==> src/rtl/erm16_bus_responder.sv <==
// Far-side responder for the ERM16 core bus: word RAM with host preload,
// GPIO / compare-timer / status I/O registers and a host interrupt latch.
module erm16_bus_responder #(
  parameter int AW = 8
) (
  input  logic          clk,
  input  logic          rst,
  input  logic [15:0]   addr,
  input  logic [15:0]   wdata,
  input  logic          wrmem,
  input  logic          ioe,
  input  logic          intreq,
  output logic [15:0]   rdata,
  input  logic          ld_en,
  input  logic [AW-1:0] ld_addr,
  input  logic [15:0]   ld_data,
  input  logic [15:0]   gpio_in,
  output logic [15:0]   gpio_out,
  output logic          int_pending,
  input  logic          int_ack,
  output logic          timer_irq
);

  localparam int DATA_W = 16;

  logic [DATA_W-1:0] mem [2**AW];

  logic [DATA_W-1:0] gpio_sync_p0;
  logic [DATA_W-1:0] gpio_sync_p1;
  logic [DATA_W-1:0] timer_cnt;
  logic [DATA_W-1:0] timer_cmp;
  logic              timer_en;
  logic              timer_ar;
  logic              intreq_prev;

  logic              mem_sel;
  logic              mem_we;
  logic              io_we;
  logic [3:0]        io_off;
  logic              ctrl_wr;
  logic              timer_match;
  logic [DATA_W-1:0] cnt_nxt;
  logic [DATA_W-1:0] rd_nxt;

  assign mem_sel     = (addr[15:AW] == '0);
  assign io_off      = addr[3:0];
  assign io_we       = wrmem & ioe;
  assign mem_we      = wrmem & ~ioe & mem_sel & ~ld_en;
  assign ctrl_wr     = io_we && (io_off == 4'h4);
  assign timer_match = timer_en && (timer_cnt == timer_cmp);

  // Host preload owns the write port whenever it is active.
  always_ff @(posedge clk) begin
    if (!rst) begin
      if (ld_en)
        mem[ld_addr] <= ld_data;
      else if (mem_we)
        mem[addr[AW-1:0]] <= wdata;
    end
  end

  always_comb begin
    cnt_nxt = timer_cnt;
    if (ctrl_wr && wdata[2])
      cnt_nxt = '0;
    else if (timer_en)
      cnt_nxt = (timer_match && timer_ar) ? '0 : timer_cnt + 16'd1;
  end

  always_comb begin
    rd_nxt = '0;
    if (ioe) begin
      case (io_off)
        4'h0:    rd_nxt = gpio_out;
        4'h1:    rd_nxt = gpio_sync_p1;
        4'h2:    rd_nxt = timer_cnt;
        4'h3:    rd_nxt = timer_cmp;
        4'h4:    rd_nxt = {timer_irq, 13'd0, timer_ar, timer_en};
        4'h5:    rd_nxt = {14'd0, timer_irq, int_pending};
        default: rd_nxt = '0;
      endcase
    end else if (mem_sel) begin
      rd_nxt = mem[addr[AW-1:0]];
    end
  end

  // gpio_in -> p0 -> p1 synchroniser; read data and register file update together
  always_ff @(posedge clk) begin
    if (rst) begin
      rdata        <= '0;
      gpio_out     <= '0;
      gpio_sync_p0 <= '0;
      gpio_sync_p1 <= '0;
      timer_cnt    <= '0;
      timer_cmp    <= 16'hFFFF;
      timer_en     <= 1'b0;
      timer_ar     <= 1'b0;
      timer_irq    <= 1'b0;
      int_pending  <= 1'b0;
      intreq_prev  <= 1'b0;
    end else begin
      rdata        <= rd_nxt;
      gpio_sync_p0 <= gpio_in;
      gpio_sync_p1 <= gpio_sync_p0;
      timer_cnt    <= cnt_nxt;
      intreq_prev  <= intreq;
      if (io_we && io_off == 4'h0)
        gpio_out <= wdata;
      if (io_we && io_off == 4'h3)
        timer_cmp <= wdata;
      if (ctrl_wr) begin
        timer_en <= wdata[0];
        timer_ar <= wdata[1];
      end
      if (timer_match)
        timer_irq <= 1'b1;
      else if (ctrl_wr && wdata[15])
        timer_irq <= 1'b0;
      if (intreq && !intreq_prev)
        int_pending <= 1'b1;
      else if (int_ack)
        int_pending <= 1'b0;
    end
  end

endmodule

==> config.mk <==
export PLATFORM = sky130hd
export DESIGN_NAME = erm16_bus_responder
export DESIGN_NICKNAME = d
export VERILOG_FILES = /design/src/rtl/erm16_bus_responder.sv
export SDC_FILE = /design/constraint.sdc
export NUM_CORES = 2
export LEC_CHECK = 0
export BUFFER_PORTS_ARGS = -buffer_cell sky130_fd_sc_hd__buf_2
export CAP_MARGIN = 10
export CORE_ASPECT_RATIO = 0.75
export CORE_MARGIN = 3
export CORE_UTILIZATION = 45
export DETAILED_ROUTE_END_ITERATION = 16
export SETUP_SLACK_MARGIN = 0.02
export SYNTH_ARGS = -nofsm -noshare
export SYNTH_HDL_FRONTEND = slang
export SYNTH_SLANG_ARGS = --single-unit
==> constraint.sdc <==
create_clock -name clk -period 5.1 [get_ports clk]
set_input_delay 0.255 -clock clk [delete_from_list [all_inputs] [get_ports clk]]
set_output_delay 0.255 -clock clk [all_outputs]
set_load 0.02 [all_outputs]
==> Implementation_results.wiki <==
{| class="wikitable"
! Metric !! Value
|-
| Number of buffers inserted to repair setup after CTS || 0
|-
| Cell area after layout || around 190000 µm²
|-
| Pins over their slew limit || 0
|-
| Peak ir drop on the vdd network || 0.320 mV
|-
| Outcome || completed
|-
| Required time at the endpoint of the critical path || 5.70 ns
|-
| Maximum number of pins on one net before global-route repair || approximately 160
|-
| Starting DRT DRC Count || 14107
|-
| Post-layout min period || ~4.0 ns
|-
| Count of maximum capacitance violations || 0
|-
| # clock sinks || about 4200
|-
| Crit path buf inv count || 5
|-
| Leading cell types by total area after synthesis || sky130_fd_sc_hd__edfxtp_1 76%, sky130_fd_sc_hd__mux4_2 14%, sky130_fd_sc_hd__dfxtp_1 1.2%, sky130_fd_sc_hd__nor2_1 1.0%, sky130_fd_sc_hd__nand2_1 0.88%
|-
| Count of unique library cells instantiated by Yosys || 76
|-
| Count of flip-flops with a built-in enable after synthesis || 4096
|-
| I/O pin cnt || 113
|-
| Fraction of final layout cells with drive strength greater than 1 || 29.7%
|-
| Average wire per cell in the routed design || 36.4 µm
|-
| Post-Synthesis Mean Instance Area || 21.6 µm²
|-
| Worst slew slack as a fraction of its limit || 16.5%
|-
| Leading register cell type out of synthesis || sky130_fd_sc_hd__edfxtp_1
|-
| Detailed-route DRC error count || 0
|-
| Leakage component of the power || 58.4 nW
|-
| Num rows || 190
|-
| Cells traversed along the worst timing path || dlygate4sd3_1, buf_2, nor4_1, buf_4, nand4_1, buf_4, o21ai_2, nand3_2, nor2_1, buf_4
|-
| Family with the most delay on the worst path || simple AND/OR/NAND/NOR gates
|-
| Leading post-synthesis cells by instance count || 4096 x sky130_fd_sc_hd__edfxtp_1, 1034 x sky130_fd_sc_hd__mux4_2, 442 x sky130_fd_sc_hd__nor2_1
|-
| Port buffer count || 112
|-
| Type of element capturing the critical path || flop
|-
| Placed insts || 12608
|-
| Leading area contributor after synthesis || sky130_fd_sc_hd__edfxtp_1
|-
| Cts bufs inserted || 390
|-
| Kind of path behind the tightest hold check || primary input to flop
|-
| Number of buffers on the longest clock path || 4
|-
| Post-synthesis instance area || between 150000 and 200000 µm²
|-
| Worst-path clk slew || 0.07 ns
|-
| Most used standard cell by instance count after synthesis || sky130_fd_sc_hd__edfxtp_1
|-
| Type of element launching the critical path || primary input
|-
| Net count after synthesis || roughly 7600
|-
| Number of resized instances in the post-cts repair step || 0
|-
| Global-route total usage across every layer || 26.2%
|-
| Peak per-stage delay on the critical path || around 0.9 ns
|-
| Number of failing setup endpoints in the final timing report || 0
|-
| Proportion of power drawn by the clock network || 41.3%
|-
| Footprint of the multi-input gates || 35300 µm²
|-
| Power density over the cells || ~380 nW/µm²
|-
| Most frequent cell on the critical path || sky130_fd_sc_hd__buf_4
|-
| Area occupied by registers || 125000 µm²
|-
| Clk_skew || 0.104 ns
|-
| Antenna violations before repair || 35
|-
| Final critical-path share of the clock period || between 70% and 80%
|-
| Async SR Flop Fraction || 0%
|-
| Number of warnings reported in the yosys synthesis log || 0
|-
| Hold-fix buffers at CTS || 56
|-
| Vias per Instance || 6.34
|-
| Post-synthesis sequential element count || 4197
|-
| Global-route wire length before repair || a little under 700000 µm
|-
| Final cell count without fillers || 13404
|-
| Die width || 700 µm
|-
| Via count of the first global-routing pass || roughly 80000
|-
| Filler instances || ~28000
|-
| Initial Utilization || 45.4%
|-
| Internal || 55.7 mW
|-
| Maximum operating frequency || 0.252 GHz
|-
| Relative area change from synthesis to final layout || 14.1%
|-
| Root buffer cell || sky130_fd_sc_hd__clkbuf_16
|-
| Worst Hold Slack || 0.0492 ns
|-
| Arrival time at the worst endpoint || around 4.6 ns
|-
| Sequential share of power || 53.3%
|-
| Final Wtd Congestion || 0.945
|-
| Sequential-to-total area share from yosys stat || 76.8%
|-
| Switching power || 15.4 mW
|-
| Switching part of the total || 21.7%
|-
| Share of the synthesized area in the top cell type || 75.6%
|-
| Cell at the slowest stage of the critical path || sky130_fd_sc_hd__nand3_2
|-
| Congestion Overflow GR || 0
|-
| Clk Latency, worst-skew pair || 0.97 ns
|-
| 1st-pass router iterations || 10
|-
| Count of mapped cells out of synthesis || 7539
|-
| Final Hold Violating Endpoints || 0
|-
| Layout Utilization || 51.8%
|-
| Placed inst area || 172000 µm²
|-
| Nets@finish || 8340
|-
| Post-detail-place hpwl || 303000 µm
|-
| Maximum fanout along the worst path || 28
|-
| Die span in y || 527 µm
|-
| Tightest Pin Transition || 1.25 ns
|-
| CTS H-Tree Depth || 5
|-
| PnR Total Power || 71.1 mW
|-
| RSZ-0062 raised after global routing || false
|-
| Post-detailed-routing wire length || 487000 µm
|-
| Comb power frac || under 10%
|-
| TritonCTS clock tree || done
|-
| Count of nets left with antenna violations after detail routing || 0
|-
| Kind of critical path || primary input to flop
|-
| Full die area || 369000 µm²
|-
| Core area || 358000 µm²
|-
| Vias post-DR || 85023
|}
-- worst register-to-register path, delay by kind of cell (launching register included) --
| family | cells | cell delay, ns |
|---|---|---|
| muxes | 2 | 0.79 |
| AOI/OAI and AO/OA | 5 | 1.98 |
| DFF | 1 | 0.41 |
-- cell usage in the layout (no fill, tap or decap), types with 11 or more instances in the layout --
master | Yosys | routed
sky130_fd_sc_hd__nand4_1 | 18 | 18
sky130_fd_sc_hd__clkinv_2 | 0 | 71
sky130_fd_sc_hd__edfxtp_1 | 4096 | 4096
sky130_fd_sc_hd__bufinv_16 | 0 | 43
sky130_fd_sc_hd__dfxtp_1 | 101 | 101
sky130_fd_sc_hd__nor2_2 | 0 | 140
sky130_fd_sc_hd__buf_4 | 46 | 530
sky130_fd_sc_hd__a31oi_1 | 21 | 21
sky130_fd_sc_hd__mux4_2 | 1034 | 1034
sky130_fd_sc_hd__nor2b_1 | 49 | 46
sky130_fd_sc_hd__clkbuf_1 | 142 | 79
sky130_fd_sc_hd__nand3b_1 | 27 | 27
sky130_fd_sc_hd__a22oi_1 | 11 | 11
sky130_fd_sc_hd__o21ai_0 | 69 | 68
sky130_fd_sc_hd__clkinv_1 | 0 | 71
sky130_fd_sc_hd__nand2_1 | 381 | 364
sky130_fd_sc_hd__buf_2 | 140 | 106
sky130_fd_sc_hd__a222oi_1 | 15 | 15
sky130_fd_sc_hd__nor3_1 | 32 | 29
sky130_fd_sc_hd__o21ai_1 | 13 | 13
sky130_fd_sc_hd__nand3_1 | 60 | 52
sky130_fd_sc_hd__nor2_1 | 442 | 299
sky130_fd_sc_hd__mux2_2 | 49 | 49
sky130_fd_sc_hd__nand2b_1 | 20 | 19
sky130_fd_sc_hd__o31ai_1 | 11 | 11
sky130_fd_sc_hd__mux4_1 | 32 | 32
sky130_fd_sc_hd__clkinvlp_4 | 0 | 15
sky130_fd_sc_hd__mux2i_1 | 135 | 135
sky130_fd_sc_hd__o221ai_1 | 21 | 21
sky130_fd_sc_hd__a32oi_1 | 15 | 15
sky130_fd_sc_hd__clkbuf_16 | 0 | 395
sky130_fd_sc_hd__o22ai_1 | 103 | 103
sky130_fd_sc_hd__a221oi_1 | 30 | 30
sky130_fd_sc_hd__and3_1 | 15 | 15
sky130_fd_sc_hd__buf_12 | 24 | 73
sky130_fd_sc_hd__dlygate4sd3_1 | 0 | 56
sky130_fd_sc_hd__a21oi_1 | 81 | 81
sky130_fd_sc_hd__diode_2 | 0 | 31
sky130_fd_sc_hd__xnor2_1 | 22 | 22
sky130_fd_sc_hd__a211oi_1 | 32 | 32
-- registers in the layout, summed over array words and instances, names as in the netlist --
name	flops
gpio_out	16
gpio_sync_p0	16
gpio_sync_p1	16
int_pending	1
intreq_prev	1
mem	4096
rdata	16
timer_ar	1
timer_cmp	16
timer_cnt	16
timer_en	1
timer_irq	1
-- worst paths after layout --
kind | start | depth (start not counted) | to | slack [ns]
hold / removal | ld_data[6] | 3 | mem[168][6]$_DFFE_PP_ | 0.05
hold reg to reg | gpio_sync_p0[15]$_SDFF_PP0_ | 1 | gpio_sync_p1[15]$_SDFF_PP0_ | 0.44
setup / recovery | ioe | 10 | mem[99][14]$_DFFE_PP_ | 1.13
setup reg to reg | mem[162][12]$_DFFE_PP_ | 7 | rdata[12]$_SDFF_PP0_ | 1.75
-- layer usage --
layer  up-vias  part of all wire (%)  GRT usage [%]
met5         -                 0.057              0
met4        10                   3.4           7.74
met3       773                    13           7.89
met2      5544                    43           37.2
met1     45679                    41           39.4
li1      33017                     -              -
-- cell type report --
class                      instances  area share [%]
sequential                      4197            67.3
multi-input combinational       2894            19.0
clock buffer                     483            5.55
timing repair buffer             770            3.55
tap                             4800            3.23
clock inverter                   222            1.25
antenna                           31          0.0418
inverter                           7          0.0182
-- power groups by stage --
stage                     clock (mW)  combinational [mW]  sequential (mW)
after floorplan                    0                2.09             38.7
after global placement             0                3.72             38.6
after detailed placement           0                3.77             38.6
after CTS                       29.7                3.81             37.9
after global routing            31.1                3.99             37.9
final                           29.4                3.86             37.9
-- through the flow --
| step | setup TNS [ns] | worst slack, ns |
|---|---|---|
| finish | 0 | 1.13 |
| global route | 0 | 1.10 |
| CTS | 0 | 1.34 |
| detailed placement | 0 | 0.814 |
| global placement | 0 | 0.810 |
| floorplan | -171.81 | -0.112 |
-- logic make-up after synthesis --
family          after synthesis  synth area share, %
fa+ha+maj                     1              0.00769
mux                        1250                 16.0
xor+xnor                     31                0.167
buf+inv                     448                 1.85
simple gates               1088                 2.89
compound gates              524                 2.24
flops                      4197                 76.8
Note: power is estimated with default switching activity, not from simulation.
